File: src/rtl/rca_adder_2op_8bit.sv
// Two-operand 8-bit ripple-carry adder with carry-in and 9-bit sum.
// Macro RCA_OUTPUT_REG_EN selects flopped S_q/Z_q/V_q; otherwise they are combinational.
module rca_adder_2op_8bit (
    input  logic       clk,
    input  logic       rst_n,
    input  logic [7:0] A,
    input  logic [7:0] B,
    input  logic       Cin,
    output logic [8:0] S,
    output logic [8:0] S_q,
    output logic       Z_q,
    output logic       V_q
);

    logic [8:0] c;
    logic [7:0] s;
    logic       z;
    logic       v;

    // Eight chained full adders, carry rippling from Cin up to c[8]
    always_comb begin
        c    = '0;
        s    = '0;
        c[0] = Cin;
        for (int i = 0; i < 8; i++) begin
            s[i]     = A[i] ^ B[i] ^ c[i];
            c[i + 1] = (A[i] & B[i]) | (c[i] & (A[i] ^ B[i]));
        end
    end

    assign S = {c[8], s};
    assign z = (s == 8'h00);
    assign v = c[8] ^ c[7];

`ifdef RCA_OUTPUT_REG_EN

    // Result stage: capture sum and flags every cycle; reset clears at once
    always_ff @(posedge clk or negedge rst_n) begin
        if (!rst_n) begin
            S_q <= 9'h000;
            Z_q <= 1'b1;
            V_q <= 1'b0;
        end else begin
            S_q <= S;
            Z_q <= z;
            V_q <= v;
        end
    end

`else

    // clk and rst_n have no job in the combinational build
    logic unused_clk_rst;
    assign unused_clk_rst = clk ^ rst_n;

    assign S_q = S;
    assign Z_q = z;
    assign V_q = v;

`endif

endmodule

File: config.mk
export PLATFORM = sky130hd
export DESIGN_NAME = rca_adder_2op_8bit
export DESIGN_NICKNAME = d
export VERILOG_FILES = /design/src/rtl/rca_adder_2op_8bit.sv
export SDC_FILE = /design/constraint.sdc
export NUM_CORES = 1
export LEC_CHECK = 0
export BUFFER_PORTS_ARGS = -buffer_cell sky130_fd_sc_hd__buf_4
export CAP_MARGIN = 20
export CORE_AREA = 2 2 39 41
export DETAILED_ROUTE_END_ITERATION = 8
export DIE_AREA = 0 0 41 43
export GPL_ROUTABILITY_DRIVEN = 0
export GPL_TIMING_DRIVEN = 0
export SLEW_MARGIN = 20
export SYNTH_ARGS = -nofsm -noshare
export SYNTH_HDL_FRONTEND = slang
export SYNTH_SLANG_ARGS = --single-unit
File: constraint.sdc
create_clock -name vclk -period 8.9
set_input_delay 0.445 -clock vclk [all_inputs]
set_output_delay 0.445 -clock vclk [all_outputs]
set_load 0.005 [all_outputs]
* Word level (Yosys, flattened, before mapping)
Index checks and enable logic that the tools add are counted.
** Operators by class
- $add $sub $neg :: 0
- Multipliers :: 0
- Div/mod/pow operators :: 0
- Order comparisons :: 0
- Eq/ne operators :: 0
- Shifts and indexed selects :: 0
- Multiplexer cells :: 0
- Bitwise gates (word level) :: 41
- Reduce and logical (&&, ||, !) cells :: 1
** Operators with widths (number)
- $xor 1x1->1 :: 17
- $and 1x1->1 :: 16
- $logic_not 8->1 :: 1
- $or 1x1->1 :: 8
** Storage, ports and cells
- Register bits :: 0
- Latch bits :: 0
- RAM bits :: 0
- Bits in read-only memories :: 0
- Input bits :: 19
- Output and inout port bits :: 20
- Logic and storage cells :: 42
- Memories :: 0

* Longest topological paths before layout
- Depth after elaboration :: 18
- Mapped depth :: 15
- Gate-level depth less buffers :: 15

* Worst setup path before layout
No wires, ideal clock.
- Path kind :: input -> output
- Start :: in A[0]
- End :: out Z_q
- Data arrival time :: 3.577 ns
- Data required time :: 8.455 ns
- Setup slack :: 4.878 ns
- Stages on the path :: 13
- Path buffers :: 0
- Cell sequence :: inv_1 fa_1 inv_1 fa_1 fa_1 fa_1 inv_1 fa_1 inv_1 fa_1 fa_1 or4_1 nor4_2
** On the way
- Elaborated cells between the ends (all ways) :: 25
- Classes of those cells :: 24 x bitwise; 1 x reduce/logical
** RTL lines
- start, declared :: line 6 : input logic [7:0] A,
- $xor 1x1->1 :: line 27 : c[i + 1] = (A[i] & B[i]) | (c[i] & (A[i] ^ B[i]));
- $and 1x1->1 :: line 27
- $or 1x1->1 * :: line 27
- $and 1x1->1 * :: line 27
- $or 1x1->1 * :: line 27
- $and 1x1->1 * :: line 27
- $or 1x1->1 * :: line 27
- $and 1x1->1 * :: line 27
- $or 1x1->1 * :: line 27
- $and 1x1->1 * :: line 27
- $or 1x1->1 * :: line 27
- $and 1x1->1 * :: line 27
- $or 1x1->1 * :: line 27
- $xor 1x1->1 * :: line 26 : s[i] = A[i] ^ B[i] ^ c[i];
- named net S[6] :: line 9 : output logic [8:0] S,
- $logic_not 8->1 * :: line 32 : assign z = (s == 8'h00);
- end, declared :: line 11 : output logic Z_q,
The timed path passes the listed nets; every way through them passes the cells marked *.

* Final worst setup path
- Start :: in A[0]
- End :: out Z_q
** On the way
- Word-level cells in the longest chain between the ends :: 17
- Elaborated cells between the ends (all ways) :: 25
- Classes of those cells :: 24 x bitwise; 1 x reduce/logical
** RTL lines (line)
- $xor 1x1->1 :: 26, 27
- $and 1x1->1 :: 27
- $or 1x1->1 :: 27
- $and 1x1->1 :: 27
- $or 1x1->1 :: 27
- $and 1x1->1 :: 27
- $or 1x1->1 :: 27
- $and 1x1->1 :: 27
- $or 1x1->1 :: 27
- $and 1x1->1 :: 27
- $or 1x1->1 :: 27
- $and 1x1->1 :: 27
- $or 1x1->1 :: 27
- $and 1x1->1 :: 27
- $or 1x1->1 :: 27
- $xor 1x1->1 :: 26
- $logic_not 8->1 * :: 32
Mark *: on every way between the ends. The rest lies on a longest branch, timed or not.

==> results.txt <==
----------------------------------------------------
[GRT]
  Aggregate global routing overflow ... 0
  Via count of the first global-routing pass ... 301
  Global-route wire length before repair ... between 1 and 1.5 mm
  Pin count of the biggest net entering global routing ... 4
  Global Route Usage Sum ... 0.09645
  Number of antenna violations at the first check in global routing ... 0

[Power]
  Leakage power ... ~0.37 nW
  Peak supply drop ... 0.02791 mV
  Power density of the placed cells ... 97.87 nW/um^2
  Overall power consumption ... about 0.000060 W

[Floorplan]
  Horizontal extent of the die ... 41 um
  Area of the core region ... around 1400 sq um
  Starting Density ... 0.2288
  Die Area ... ~1800 sq um
  Std-Cell Rows ... 14
  Die Y-Extent ... ~43 um
  I/O pin total ... 39

[Detailed routing]
  Number of nets still failing antenna checks after routing ... 0
  Number of detailed-routing iterations run before antenna repair ... 2
  Via count ... between 300 and 400
  Violation count after the first detailed-routing iteration ... 1
  Via density per instance ... around 3.6
  Wirelength per Cell ... around 8.3 um
  Drt total wl ... about 740 um
  Drc violations ... 0

[Yosys]
  Sequential cell area fraction in the yosys report ... 0
  Dominant combinational cell family by area after synthesis ... adder cells
  Adder-cell share of the synthesized area ... 0.5059
  Post-synth net total ... 63
  Unique cell type count in the Yosys netlist ... 7
  Compound-cell area share of the yosys netlist ... 0
  Yosys warning count ... 0
  XOR/XNOR share of the synthesized area ... 0.02767
  Post-Synthesis Cell Area ... around 320 sq um
  Post-synthesis simple-gate area fraction ... 0.07510
  Post-Synthesis Cells ... 36
  Share of cell area taken by muxes after synthesis ... 0
  Mean instance size in the synthesized netlist ... around 9 sq um

[Layout]
  Total number of nets in the final design ... just over 100
  Clock Buffer Count ... 0
  Ratio of cells with drive above 1 in the final layout ... 0.6438
  Area growth from synthesis to layout ... 94.07%
  Final antenna diode count ... 0
  Number of sequential storage elements ... 0
  Flip-flop and latch area ... 0 sq um
  Post-route core utilization ... 0.4439
  Area of the multi-input gates ... around 190 sq um
  # fillers ... around 150

[Placed design]
  Detailed placement HPWL ... between 700 and 800 um
  Buffers added on ports ... 37

[Setup path]
  Worst setup path class ... primary input to output pin
  Highest cell delay on the worst timing path ... 0.49 ns
  Highest net fanout along the worst path ... 3
  Worst setup SP type ... primary input
  Cell-by-cell listing of the critical path ... buf_4, inv_1, fa_1, inv_1, fa_1, fa_1, fa_1, inv_1, fa_1, inv_1, fa_1, fa_1, or4_1, nor4_2, buf_4
  Standard cell with the maximum stage delay on the critical path ... fa_1
  Setup crit end kind ... output pin
  Arrival time of data at the critical path endpoint ... 3.90 ns
  Critical path required time ... ~8.5 ns
  CP most frequent cell ... fa_1

[Job]
  MaxCap Viol Count ... 0

[Timing]
  Maximum operating frequency ... roughly 230 MHz
  Post-layout min period ... between 4 and 5 ns
  Transition at the pin with the smallest max-transition slack ... about 0.19 ns
  Tcrit/Tclk final ... 0.4877
  Sum of negative setup slack ... 0 ns
  Final number of max-transition violations ... 0
  Unrepaired setup endpoints after global routing ... no
  Total setup violations reported at the end of the flow ... 0
  Worst slew margin relative to its limit ... 0.8730
  Number of hold violations in the final report ... 0

[Min path]
  Hold Path Class ... primary input to output pin

[Run status]
  Run status ... finished clean

[Clock tree]
  Total of hold buffers inserted after clock tree synthesis ... 0
  # resized after CTS ... 0
  Number of setup buffers added after CTS ... 0

----------------------------------------------------
==> path summary, 6_finish.rpt <==
path	from	to	slack, ns	depth (start not counted)
max	A[0]	Z_q	4.56	15
min	B[5]	S[5]	1.28	3
==> layer usage <==
layer / routed length, um / vias to the layer above / part of all wire / track usage
li1: - / 163 / - / -
met1: 257 / 143 / 0.35 / 0.1333
met2: 417 / 13 / 0.56 / 0.1688
met3: 66 / 0 / 0.089 / 0.005236
met4: 0 / 0 / 0 / 0
met5: 0 / - / 0 / 0
==> worst max-delay path: cells and delay by family <==
family	cells	cell delay, ns
adders and majority gates	7	2.31
buffers and inverters	6	0.49
and+or+nand+nor	2	0.65
==> cell usage in the layout, fill, tap and decap left out <==
cell type	Yosys	final
nand2_1	1	1
nor4_2	1	1
inv_1	15	15
xnor2_1	1	1
buf_4	9	46
fa_1	8	8
or4_1	1	1
==> cells in the mapped netlist <==
library cell  instances  area share
fa_1                  8        0.51
xnor2_1               1       0.028
nand2_1               1       0.012
buf_4                 9        0.21
nor4_2                1       0.040
or4_1                 1       0.024
inv_1                15        0.18
==> final cells by class <==
| type | count | area share |
|---|---|---|
| Inverter | 15 | 0.09165 |
| Buffer | 9 | 0.1100 |
| Tap cell | 16 | 0.03259 |
| Multi-Input combinational cell | 12 | 0.3136 |
| Timing Repair Buffer | 37 | 0.4521 |
==> cells by family after synthesis <==
| family | Yosys count |
|---|---|
| fa+ha+maj | 8 |
| simple gates | 3 |
| buf+inv | 24 |
| xor+xnor | 1 |
==> power by group <==
part           total [W]  internal, W  switching [W]
clock network          0            0              0
logic          0.0000601    0.0000389      0.0000212
registers              0            0              0
==> metrics by stage <==
step                setup slack (ns)  cells  hold WS (ns)  instance area [sq um]
floorplan                      4.878     36         1.072                  316.6
global placement               4.533     89         1.291                  614.3
detailed placement             4.513     89         1.284                  614.3
CTS                            4.500     89         1.286                  614.3
global route                   4.327     89         1.306                  614.3
finish                         4.560     89         1.279                  614.3
(Power assumes the default switching activity.)
